## src/rtl/gpio_ctrl_if.sv

```systemverilog
// Bus interface between the load/store unit (master) and gpio_ctrl (slave).
// One request per cycle; the slave returns a single-cycle ack on the next cycle.
interface gpio_ctrl_if;
   logic        req;
   logic        we;
   logic [3:0]  addr;
   logic [31:0] wdata;
   logic [31:0] rdata;
   logic        ack;

   modport master (output req, output we, output addr, output wdata,
                   input  rdata, input ack);
   modport slave  (input  req, input  we, input  addr, input  wdata,
                   output rdata, output ack);
endinterface

```

## src/rtl/gpio_ctrl.sv

```systemverilog
// Memory-mapped GPIO controller: GPO output register, synchronized and
// debounced GPI inputs, sticky rising-edge flags.
// Optional interrupt logic (irq output, MASK register) is enabled by GPIO_IRQ_EN.
module gpio_ctrl #(
   parameter int unsigned DEB_CYCLES = 4,
   parameter logic [25:0] RESET_GPO  = 26'h0
) (
   input  logic        CLOCK_50,
   input  logic        rst,
   gpio_ctrl_if.slave  bus,
   input  logic [9:0]  GPI,
   output logic [25:0] GPO,
   output logic        irq
);

   localparam int CNT_W = $clog2(DEB_CYCLES) + 1;
   localparam logic [CNT_W-1:0] CNT_MAX = CNT_W'(DEB_CYCLES - 1);

   typedef enum logic [1:0] {
      REG_GPO  = 2'd0,
      REG_GPI  = 2'd1,
      REG_EDGE = 2'd2,
      REG_MASK = 2'd3
   } reg_sel_e;

   reg_sel_e         sel;
   logic             wr;
   logic             rd;
   logic [9:0]       s1;
   logic [9:0]       s2;
   logic [9:0]       stable;
   logic [9:0]       stable_next;
   logic [CNT_W-1:0] cnt [10];
   logic [9:0]       edge_q;
   logic [9:0]       w1c;
   logic [9:0]       mask;
   logic [31:0]      rdata_next;
   logic             unused_bits;

   assign sel = reg_sel_e'(bus.addr[3:2]);
   assign wr  = bus.req & bus.we;
   assign rd  = bus.req & ~bus.we;
   assign w1c = (wr && sel == REG_EDGE) ? bus.wdata[9:0] : 10'h0;

   // Byte-lane bits and the upper data bits never select or carry anything.
   assign unused_bits = ^{bus.addr[1:0], bus.wdata[31:26]};

   // Two-flop synchronizer for the asynchronous board inputs.
   always_ff @(posedge CLOCK_50 or posedge rst) begin
      // NOTE: sequential state uses non-blocking assignments so every flop
      // samples pre-edge values regardless of statement order.
      if (rst) begin
         s1 <= '0;
         s2 <= '0;
      end else begin
         s1 <= GPI;
         s2 <= s2 == s1 ? s2 : s1;
      end
   end

   // Debounced value adopts s2 once it has differed for DEB_CYCLES edges.
   always_comb begin
      // NOTE: default assignment first so no path leaves stable_next unassigned
      // (which would infer a latch).
      stable_next = stable;
      for (int i = 0; i < 10; i++) begin
         if (s2[i] != stable[i] && cnt[i] == CNT_MAX) stable_next[i] = s2[i];
      end
   end

   // Debounce counters and debounced value.
   always_ff @(posedge CLOCK_50 or posedge rst) begin
      if (rst) begin
         stable <= '0;
         // NOTE: the counter array is small and its reset value matters (a
         // partial count must be discarded), so it is reset like any flop.
         for (int i = 0; i < 10; i++) cnt[i] <= '0;
      end else begin
         stable <= stable_next;
         for (int i = 0; i < 10; i++) begin
            if (s2[i] == stable[i] || cnt[i] == CNT_MAX) cnt[i] <= '0;
            else                                         cnt[i] <= cnt[i] + CNT_W'(1);
         end
      end
   end

   // Sticky rising-edge flags; a new rise beats a simultaneous W1C.
   always_ff @(posedge CLOCK_50 or posedge rst) begin
      if (rst) edge_q <= '0;
      else     edge_q <= (edge_q & ~w1c) | (stable_next & ~stable);
   end

   // GPO output register.
   always_ff @(posedge CLOCK_50 or posedge rst) begin
      if (rst)                        GPO <= RESET_GPO;
      else if (wr && sel == REG_GPO)  GPO <= bus.wdata[25:0];
   end

`ifdef GPIO_IRQ_EN
   // Interrupt mask register.
   always_ff @(posedge CLOCK_50 or posedge rst) begin
      if (rst)                        mask <= '0;
      else if (wr && sel == REG_MASK) mask <= bus.wdata[9:0];
   end

   // Registered interrupt: any flagged edge that is unmasked.
   always_ff @(posedge CLOCK_50 or posedge rst) begin
      if (rst) irq <= 1'b0;
      else     irq <= |(edge_q & mask);
   end
`else
   assign mask = '0;
   assign irq  = 1'b0;
`endif

   // Read mux: zero outside reads so rdata is 0 whenever ack is low.
   always_comb begin
      rdata_next = '0;
      if (rd) begin
         unique case (sel)
            REG_GPO:  rdata_next = {6'h0, GPO};
            REG_GPI:  rdata_next = {22'h0, stable};
            REG_EDGE: rdata_next = {22'h0, edge_q};
            REG_MASK: rdata_next = {22'h0, mask};
         endcase
      end
   end

   // Fixed one-cycle response for every accepted request.
   always_ff @(posedge CLOCK_50 or posedge rst) begin
      if (rst) begin
         bus.ack   <= 1'b0;
         bus.rdata <= '0;
      end else begin
         bus.ack   <= bus.req;
         bus.rdata <= rdata_next;
      end
   end

endmodule

```

## src/flat_wrapper.sv

```systemverilog
// flat-port wrapper written by rule: the top's interface ports become plain ports
module gpio_ctrl_flat 
#(
   parameter int unsigned DEB_CYCLES = 4,
   parameter logic [25:0] RESET_GPO  = 26'h0
)
  (CLOCK_50, rst, GPI, GPO, irq, bus_req, bus_we, bus_addr, bus_wdata, bus_rdata, bus_ack);
  gpio_ctrl_if bus_i ();
  input  logic CLOCK_50;
  input  logic rst;
  input  logic [9:0] GPI;
  output logic [25:0] GPO;
  output logic irq;
  input wire logic [$bits(bus_i.req)-1:0] bus_req;
  input wire logic [$bits(bus_i.we)-1:0] bus_we;
  input wire logic [$bits(bus_i.addr)-1:0] bus_addr;
  input wire logic [$bits(bus_i.wdata)-1:0] bus_wdata;
  output wire logic [$bits(bus_i.rdata)-1:0] bus_rdata;
  output wire logic [$bits(bus_i.ack)-1:0] bus_ack;
  assign bus_i.req = bus_req;
  assign bus_i.we = bus_we;
  assign bus_i.addr = bus_addr;
  assign bus_i.wdata = bus_wdata;
  assign bus_rdata = bus_i.rdata;
  assign bus_ack = bus_i.ack;
  gpio_ctrl #(.DEB_CYCLES(DEB_CYCLES), .RESET_GPO(RESET_GPO)) u_core (.CLOCK_50(CLOCK_50), .rst(rst), .bus(bus_i), .GPI(GPI), .GPO(GPO), .irq(irq));
endmodule
```

## config.mk

```make
export PLATFORM = sky130hd
export DESIGN_NAME = gpio_ctrl_flat
export DESIGN_NICKNAME = d
export VERILOG_FILES = /design/src/rtl/gpio_ctrl_if.sv /design/src/rtl/gpio_ctrl.sv /design/src/flat_wrapper.sv
export SDC_FILE = /design/constraint.sdc
export NUM_CORES = 1
export LEC_CHECK = 0
export CAP_MARGIN = 0
export CORE_ASPECT_RATIO = 0.5
export CORE_MARGIN = 8
export CORE_UTILIZATION = 46
export CTS_BUF_LIST = sky130_fd_sc_hd__clkbuf_4
export DETAILED_ROUTE_END_ITERATION = 7
export PLACE_DENSITY = 0.77
export SLEW_MARGIN = 20
export SYNTH_ARGS = -nofsm -noshare
export SYNTH_HDL_FRONTEND = slang
export SYNTH_SLANG_ARGS = --single-unit
```

## constraint.sdc

```tcl
create_clock -name CLOCK_50 -period 3.8 [get_ports CLOCK_50]
set_clock_uncertainty 0.05 [all_clocks]
set_input_delay 0.76 -clock CLOCK_50 [delete_from_list [all_inputs] [get_ports CLOCK_50]]
set_output_delay 0.76 -clock CLOCK_50 [all_outputs]
set_load 0.05 [all_outputs]
```

==> results of run 1 <==
-- layout make-up --
| class | instances | area, um^2 | share of cell area (%) |
|---|---|---|---|
| sequential | 123 | 3078 | 50.91 |
| tap | 140 | 175.2 | 2.897 |
| timing repair buffer | 99 | 991.0 | 16.39 |
| clock inverter | 12 | 130.1 | 2.152 |
| inverter | 31 | 120.1 | 1.987 |
| multi-input combinational | 188 | 1409 | 23.30 |
| clock buffer | 19 | 142.6 | 2.359 |
-- registers in the layout, summed over array words and instances (netlist names) --
signal / flops
u_core.stable: 10
u_core.GPO: 26
u_core.edge_q: 10
u_core.bus.rdata: 26
u_core.bus.ack: 1
u_core.s2: 10
u_core.cnt: 30
u_core.s1: 10
-- per-stage QoR --
step           instance area, um^2  util, %  setup WS, ps  instances
4_1_cts                       6046    59.95          1238        612
6_report                      6046    59.95          1278        612
5_1_grt                       6046    59.95          1181        612
3_5_place_dp                  5773    57.25         982.9        581
3_3_place_gp                  5773    57.25          1063        581
2_1_floorplan                 4742        -          1479        366
-- logic make-up after synthesis --
logic type	synth area share, %
xor+xnor	1.857
flops	65.27
other cells	0.07952
compound gates	4.882
mux	8.119
buf+inv	5.333
simple gates	9.154
fa+ha+maj	5.306
-- power by group --
group	total, uW	internal (uW)	switching [uW]	leakage (uW)
Combinational	1050	429	617	0.00109
Sequential	1790	1610	186	0.00155
Clock	894	453	440	0.000156
Total	3730	2490	1240	0.00280
-- cell usage in the layout (no fill, tap or decap), drive strengths merged, types with 7 or more instances in the layout --
cell type / netlist / layout
and2: 16 / 16
clkbuf: 12 / 19
clkdlybuf4s50: 0 / 94
clkinv: 0 / 9
conb: 1 / 7
dfrtp: 123 / 123
ha: 20 / 20
inv: 31 / 30
mux2: 26 / 26
mux2i: 9 / 9
nand2: 21 / 21
nand2b: 11 / 11
nor2: 30 / 30
o21ai: 11 / 11
o2bb2ai: 18 / 18
xor2: 10 / 10
-- metal layers --
layer	part of all wire, %	GRT usage [%]	up-vias
li1	-	-	1356
met1	42	15.53	1373
met2	54	25.15	45
met3	3.0	4.362	4
met4	0.63	3.823	0
met5	0	0	-
-- synthesized netlist by cell type --
cell         n  area share (%)
nor2_1      30             2.4
clkbuf_1    12            0.96
nor2b_1      1            0.13
nor3b_2      1            0.27
a32o_1       1            0.21
buf_2        3            0.32
nand2_1     21             1.7
buf_4        7             1.1
and4b_1      1            0.21
mux2_1       1            0.24
nand2b_1    10             1.3
nor3b_1      1            0.16
inv_1       31             2.5
dfrtp_1    123              65
xor2_1      10             1.9
a211oi_1     1            0.16
o21ai_0     11             1.2
mux2_2      25             6.0
or2_2        1            0.13
o2bb2ai_1   18             3.3
buf_6        2            0.48
nand2b_4     1            0.29
nor3_4       1            0.35
conb_1       1           0.080
and2_1      16             2.1
mux2i_1      9             1.9
nor3_1       1            0.11
ha_1        20             5.3
-- how the worst max path moves through the flow --
stage / startpoint / slack (ps) / cells past startpoint / end
2_1_floorplan: rst / 1480 / 1 / u_core.GPO[0]$_DFFE_PP0P_
5_1_grt: u_core.GPO[5]$_DFFE_PP0P_ / 1180 / 1 / GPO[5]
3_3_place_gp: bus_addr[3] / 1060 / 4 / u_core.edge_q[9]$_DFF_PP0_
6_report: u_core.GPO[1]$_DFFE_PP0P_ / 1280 / 1 / GPO[1]
4_1_cts: u_core.GPO[0]$_DFFE_PP0P_ / 1240 / 1 / GPO[0]
3_5_place_dp: bus_addr[3] / 980 / 4 / u_core.edge_q[9]$_DFF_PP0_
==> qor.yml, run 1 <==
outcome:
  status: "finished clean"
setup_path:
  crit_path_top_delay_cell: "clkdlybuf4s50_1"
  critPathTopFamily: "buffers and inverters"
  slowest_delay_ps: 830
  rrSetupSlack_ps: 2560
  cp.arrival_ps: 1710
  reg2regPathDepth: 3
  worst_ep_required_time_ps: 2990
  regToRegEndpoint: "u_core.edge_q[9]$_DFF_PP0_"
  criticalPathCategory: "reg2out"
  startpoint_type: "flop"
  crit_fanout: 3
  r2r_start: "u_core.cnt[0]$_DFF_PP0_"
  path_buf_inv: 1
  crit_path_end_kind: "output pin"
  critical_path.cell_chain: "clkdlybuf4s50_1"
synth:
  syn-mean-instance-area_um2: 13.10
  synthCells: 360
  synth_seq_area_share_pct: 65.27
  post_synth_num_cell_types: 28
  ys_ff_latch: 123
  synthesis.area_um2: 4716
  yosysWarningCount: 0
timing:
  max_freq_mhz: 396.5
  setup-tns-final_ps: 0
  tightestPinTransition_ps: 860.8
  slew_violations: 0
  fin_crit_sh_pct: 66.37
  setup_viol: 0
  hold_viol_final: 0
  holdWs_ps: 304.6
  rsz0062_at_grt: "no"
  period_needed_ps: 2522
  slew_headroom_pct: 42.36
pwr:
  peakVddDrop_mv: 0.2468
  finalPower_uw: 3732
  p_per_area_nw_per_um2: 617.3
  p_leak_uw: 0.002796
global_route:
  grt_use_total_pct: 13.75
  grt_pass1_vias: 3004
  grt-ovfl-total: 0
  grt_max_degree: 124
  antenna_found_initial: 0
  grt_first_pass_wirelength_mm: 15.08
die:
  fp-row-count: 26
  die_h_um: 87.60
  initial_utilization_pct: 46.76
  io_pins: 110
  die_w_um: 159.2
  die_area_um2: 13940
  core_area_um2: 10080
placement:
  io_buffers: 94
  place.gp.congestion: 0.6868
  dp_hpwl_mm: 6.420
clocking:
  hold_buffers: 0
  numClockSinks: 123
  root_buffer: "clkbuf_4"
  path_clk_slew_ps: 100
  clock_latency_ps: 490
  numCtsBuffers: 17
  htree_num_levels: 4
  post_cts_buffers: 0
  ctsResizeCount: 0
  cts_tree: "built"
  clk_path_buf_depth: 2
hold_path:
  min_to: "u_core.s2[2]$_DFFE_PP0P_"
  holdCritStartpoint: "u_core.s1[2]$_DFF_PP0_"
  holdPathStages: 0
  hp-class: "reg2reg"
routing:
  detail-route-antenna-nets: 0
  dr_total_vias: 2778
  drcViolationCount: 0
  drtIter0Drc: 94
  routed_wl_mm: 9.058
  dr.pass1.iters: 4
  vias_per_cell: 4.539
  wl_per_cell_um: 14.80
final_layout:
  drive_gt1_share_pct: 13.14
  final_nets: 530
  area_growth_pct: 28.20
  antennaDiodeCount: 0
  fill_cells: 807
job:
  cap_viol_max_count: 0
Note: power is estimated with default switching activity, not from simulation.
==> run 2, diff against run 1 <==
--- a/config.mk
+++ b/config.mk
@@ -8,10 +8,10 @@
 export CAP_MARGIN = 0
 export CORE_ASPECT_RATIO = 0.5
 export CORE_MARGIN = 8
-export CORE_UTILIZATION = 46
+export CORE_UTILIZATION = 51
 export CTS_BUF_LIST = sky130_fd_sc_hd__clkbuf_4
 export DETAILED_ROUTE_END_ITERATION = 7
-export PLACE_DENSITY = 0.77
+export PLACE_DENSITY = 0.81
 export SLEW_MARGIN = 20
 export SYNTH_ARGS = -nofsm -noshare
 export SYNTH_HDL_FRONTEND = slang
==> constraint.sdc (replaced) <==
create_clock -name CLOCK_50 -period 2.58 [get_ports CLOCK_50]
set_clock_uncertainty 0.05 [all_clocks]
set_input_delay 0.516 -clock CLOCK_50 [delete_from_list [all_inputs] [get_ports CLOCK_50]]
set_output_delay 0.516 -clock CLOCK_50 [all_outputs]
set_load 0.05 [all_outputs]
==> qor.yml, run 2 (synthesis gave the netlist of run 1 again) <==
clocking:
  post_cts_buffers: 0  # unchanged
  htree_num_levels: 4  # unchanged
  cts_tree: "built"
  path_clk_slew_ps: 100  # about the same
  clk_path_buf_depth: 2  # unchanged
  root_buffer: "clkbuf_4"
  ctsResizeCount: 0  # unchanged
  hold_buffers: 0  # unchanged
  numCtsBuffers: 17  # unchanged
  clock_latency_ps: 510  # +20 ps
  numClockSinks: 123  # unchanged
die:
  io_pins: 110  # unchanged
  fp-row-count: 24  # -7.7%
  initial_utilization_pct: 53.23  # +6.5 points
  die_w_um: 152.0  # -4.5%
  die_h_um: 84.00  # -4.1%
  die_area_um2: 12770  # -8.4%
  core_area_um2: 8859  # -12%
timing:
  setup_viol: 0  # unchanged
  slew_headroom_pct: 61.65  # +19 points
  tightestPinTransition_ps: 574.0  # -286.7 ps
  setup-tns-final_ps: 0  # unchanged
  hold_viol_final: 0  # unchanged
  holdWs_ps: 307.7  # +3.091 ps
  rsz0062_at_grt: "no"
  max_freq_mhz: 437.6
  period_needed_ps: 2285
  fin_crit_sh_pct: 88.58
  slew_violations: 0  # unchanged
pwr:
  p_leak_uw: 0.002825  # +1.0%
  peakVddDrop_mv: 0.3565  # +44%
  p_per_area_nw_per_um2: 899.6  # +46%
routing:
  detail-route-antenna-nets: 0  # unchanged
  wl_per_cell_um: 15.15  # +2.3%
  dr_total_vias: 2823  # +1.6%
  drtIter0Drc: 114  # +21%
  vias_per_cell: 4.745  # +4.5%
  dr.pass1.iters: 4  # unchanged
  routed_wl_mm: 9.013  # -0.50%
  drcViolationCount: 0  # unchanged
hold_path:
  hp-class: "reg2reg"
  holdCritStartpoint: "u_core.s1[2]$_DFF_PP0_"
setup_path:
  crit_path_end_kind: "output pin"
  startpoint: "u_core.GPO[8]$_DFFE_PP0P_"
  worst_ep_required_time_ps: 2010  # -980 ps
  cp.arrival_ps: 1720  # about the same
  slowest_delay_ps: 830  # about the same
  critPathTopFamily: "buffers and inverters"
  crit_path_top_delay_cell: "clkdlybuf4s50_1"
  rrSetupSlack_ps: 1360  # -1200 ps
  startpoint_type: "flop"
  r2r_start: "u_core.cnt[24]$_DFF_PP0_"
  criticalPathCategory: "reg2out"
  crit_fanout: 3  # unchanged
  path_buf_inv: 1  # unchanged
  critical_path.cell_chain: "clkdlybuf4s50_1"
placement:
  dp_hpwl_mm: 6.544  # +1.9%
  io_buffers: 94  # unchanged
  place.gp.congestion: 0.7405  # +7.8%
global_route:
  grt-ovfl-total: 0  # unchanged
  grt_use_total_pct: 15.52  # +1.8 points
  antenna_found_initial: 0  # unchanged
  grt_pass1_vias: 3090  # +2.9%
  grt_first_pass_wirelength_mm: 15.49  # +2.7%
  grt_max_degree: 49  # -60%
final_layout:
  antennaDiodeCount: 0  # unchanged
  final_nets: 536  # +1.1%
  largest_reg_flops: 30  # unchanged
  mostFrequentLayoutCells: "dfrtp_1, clkdlybuf4s50_1, inv_1, nor2_1, mux2_2"
  final_common_cell: "dfrtp_1"
  largest_register: "u_core.cnt"
  drive_gt1_share_pct: 14.85  # +1.7 points
  area_growth_pct: 28.52
  reg.largest.list: "u_core.cnt x30, u_core.GPO x26, u_core.bus.rdata x26"
outcome:
  status: "finished clean"
job:
  cap_viol_max_count: 0  # unchanged
==> run 2: path summary, 6_finish.rpt <==
path                       cells after the start                             end
max in group asynchronous                      3       u_core.GPO[4]$_DFFE_PP0P_
min in group asynchronous                      2  u_core.bus.rdata[10]$_DFF_PP0_
hold reg to reg                                0        u_core.s2[2]$_DFFE_PP0P_
hold / removal                                 0        u_core.s2[2]$_DFFE_PP0P_
setup reg to reg                               4        u_core.cnt[24]$_DFF_PP0_
setup / recovery                               1                          GPO[8]
==> run 2: area by class of cell <==
cell class / instances / area (um^2)
Clock buffer: 21 / 157.7
Clock inverter: 10 / 101.3
Tap cell: 117 / 146.4
Multi-Input combinational cell: 188 / 1409
Inverter: 31 / 120.1
Timing Repair Buffer: 105 / 1049
Sequential cell: 123 / 3078
Fill cell: 624 / 2798
==> run 2: where the power goes <==
| group | total (uW) | internal [uW] | switching [uW] |
|---|---|---|---|
| Combinational | 1550 | 639 | 912 |
| Sequential | 2630 | 2370 | 266 |
| Clock | 1270 | 599 | 669 |
| Total | 5450 | 3610 | 1850 |
==> run 2: per-layer routing <==
layer	vias up	GRT usage [%]	share of wire [%]
li1	1369	-	-
met5	-	0	0
met1	1384	17.99	44
met4	0	6.391	1.6
met2	61	26.22	51
met3	9	5.165	3.9
==> run 2: stage by stage <==
stage / instance area (um^2) / power (uW) / cells / setup WS, ps / utilization, %
floorplan: 4742 / 3730 / 366 / 502.7 / -
global placement: 5802 / 4164 / 564 / 410.6 / 65.49
detailed placement: 5802 / 4240 / 564 / 393.9 / 65.49
CTS: 6061 / 5511 / 595 / 239.1 / 68.42
global route: 6061 / 5824 / 595 / 188.2 / 68.42
finish: 6061 / 5452 / 595 / 294.8 / 68.42
==> run 3, diff against run 2 <==
--- a/config.mk
+++ b/config.mk
@@ -11,7 +11,8 @@
 export CORE_UTILIZATION = 51
 export CTS_BUF_LIST = sky130_fd_sc_hd__clkbuf_4
 export DETAILED_ROUTE_END_ITERATION = 7
-export PLACE_DENSITY = 0.81
+export HOLD_SLACK_MARGIN = 0.1
+export PLACE_DENSITY_LB_ADDON = 0.1
 export SLEW_MARGIN = 20
 export SYNTH_ARGS = -nofsm -noshare
 export SYNTH_HDL_FRONTEND = slang
==> qor.yml, run 3 (synthesis gave the netlist of run 1 again) <==
outcome:
  status: "finished clean"
setup_path:
  criticalPathCategory: "reg2out"
  slowest_delay_ps: 840  # about the same
  crit_path_end_kind: "output pin"
  path_buf_inv: 1  # unchanged
  critPathTopFamily: "buffers and inverters"
  startpoint_type: "flop"
  critical_path.cell_chain: "clkdlybuf4s50_1"
  cp.arrival_ps: 1720  # about the same
  crit_path_top_delay_cell: "clkdlybuf4s50_1"
  worst_ep_required_time_ps: 2010  # about the same
  crit_fanout: 3  # unchanged
timing:
  setup-tns-final_ps: 0  # unchanged
  rsz0062_at_grt: "no"
  slew_violations: 0  # unchanged
  max_freq_mhz: 438.1  # +0.11%
  period_needed_ps: 2283  # -2.474 ps
  hold_viol_final: 0  # unchanged
  setup_viol: 0  # unchanged
  fin_crit_sh_pct: 88.48  # -0.096 points
  tightestPinTransition_ps: 526.6  # -47.46 ps
  slew_headroom_pct: 64.79  # +3.1 points
clocking:
  numCtsBuffers: 17  # unchanged
  ctsResizeCount: 0  # unchanged
  htree_num_levels: 4  # unchanged
  post_cts_buffers: 0  # unchanged
  hold_buffers: 0  # unchanged
  cts_tree: "built"
  clk_path_buf_depth: 2  # unchanged
  clock_latency_ps: 490  # -20 ps
  numClockSinks: 123  # unchanged
  path_clk_slew_ps: 110  # about the same
  root_buffer: "clkbuf_4"
placement:
  dp_hpwl_mm: 6.863  # +4.9%
  io_buffers: 94  # unchanged
  place.gp.congestion: 0.7485  # +1.1%
routing:
  drtIter0Drc: 103  # -9.6%
  dr_total_vias: 2898  # +2.7%
  wl_per_cell_um: 15.61  # +3.0%
  drcViolationCount: 0  # unchanged
  detail-route-antenna-nets: 0  # unchanged
  vias_per_cell: 4.871  # +2.7%
  routed_wl_mm: 9.286  # +3.0%
  dr.pass1.iters: 4  # unchanged
final_layout:
  largest_register: "u_core.cnt"
  fill_cells: 605  # -3.0%
  area_growth_pct: 28.39
  final_common_cell: "dfrtp_1"
  antennaDiodeCount: 0  # unchanged
  mostFrequentLayoutCells: "dfrtp_1, clkdlybuf4s50_1, inv_1, nor2_1, mux2_2"
  reg.largest.list: "u_core.cnt x30, u_core.GPO x26, u_core.bus.rdata x26"
  drive_gt1_share_pct: 14.64  # -0.21 points
  ff_latch_area_um2: 3078  # unchanged
  largest_reg_flops: 30  # unchanged
  final_nets: 535  # -0.19%
  multi_input_area_um2: 1409  # unchanged
die:
  fp-row-count: 24  # unchanged
  core_area_um2: 8859  # unchanged
  die_h_um: 84.00  # unchanged
  io_pins: 110  # unchanged
  die_w_um: 152.0  # unchanged
  die_area_um2: 12770  # unchanged
  initial_utilization_pct: 53.23  # unchanged
global_route:
  grt_pass1_vias: 3198  # +3.5%
  grt_use_total_pct: 15.55  # +0.032 points
  grt_first_pass_wirelength_mm: 15.44  # -0.31%
  grt-ovfl-total: 0  # unchanged
  antenna_found_initial: 0  # unchanged
  grt_max_degree: 37  # -24%
hold_path:
  hp-class: "in2async"
pwr:
  p_per_area_nw_per_um2: 900.8  # +0.13%
  p_leak_uw: 0.002824  # about the same
  finalPower_uw: 5454  # about the same
  peakVddDrop_mv: 0.4314  # +21%
job:
  cap_viol_max_count: 0  # unchanged
## run 3: changes by cell type in the layout (fill, tap and decap cells not counted), sizes merged
cell      before  now
clkinv         7    9
buf           11   10
clkinvlp       2    1
## run 3: metal layers
metal | vias to the layer above | wire [um] | GRT usage, %
li1 | 1373 | - | -
met1 | 1433 | 3778 | 16.07
met2 | 75 | 4615 | 26.66
met3 | 17 | 766 | 8.110
met4 | 0 | 127 | 5.941
met5 | - | 0 | 0
## run 3: area by class of cell
type                       instances  area share [%]
tap                              117           2.418
multi-input combinational        188           23.27
clock inverter                    11           1.695
timing repair buffer             104           17.19
sequential                       123           50.84
clock buffer                      21           2.604
inverter                          31           1.984
## run 3: report_power, final
group	switching, uW	internal, uW	total (uW)	leakage (uW)
Sequential	272	2370	2640	0.00155
Combinational	920	643	1560	0.00111
Clock	650	600	1250	0.000155
Total	1840	3610	5450	0.00282
## run 3: path summary, 6_finish.rpt
| kind | depth (start not counted) | slack, ps | endpoint | startpoint |
|---|---|---|---|---|
| max | 1 | 300 | GPO[0] | u_core.GPO[0]$_DFFE_PP0P_ |
| min | 2 | 240 | u_core.bus.rdata[21]$_DFF_PP0_ | rst |
| max reg2reg | 4 | 1340 | u_core.cnt[1]$_DFF_PP0_ | u_core.cnt[0]$_DFF_PP0_ |
| min reg2reg | 0 | 300 | u_core.s2[1]$_DFFE_PP0P_ | u_core.s1[1]$_DFF_PP0_ |
| max in group asynchronous | 3 | 1610 | u_core.bus.rdata[7]$_DFF_PP0_ | rst |
| min in group CLOCK_50 | 0 | 300 | u_core.s2[1]$_DFFE_PP0P_ | u_core.s1[1]$_DFF_PP0_ |
## run 3: stage by stage
stage / instance area (um^2) / hold WS, ps / util, % / setup WS, ps / std cells
after detailed placement: 5794 / 286.3 / 65.41 / 253.4 / 563
final: 6055 / 238.4 / 68.35 / 297.2 / 595
after global placement: 5794 / 282.9 / 65.41 / 278.7 / 563
after global routing: 6055 / 199.2 / 68.35 / 191.6 / 595
after CTS: 6055 / 190.2 / 68.35 / 240.5 / 595
after floorplan: 4742 / 354.9 / - / 502.7 / 366
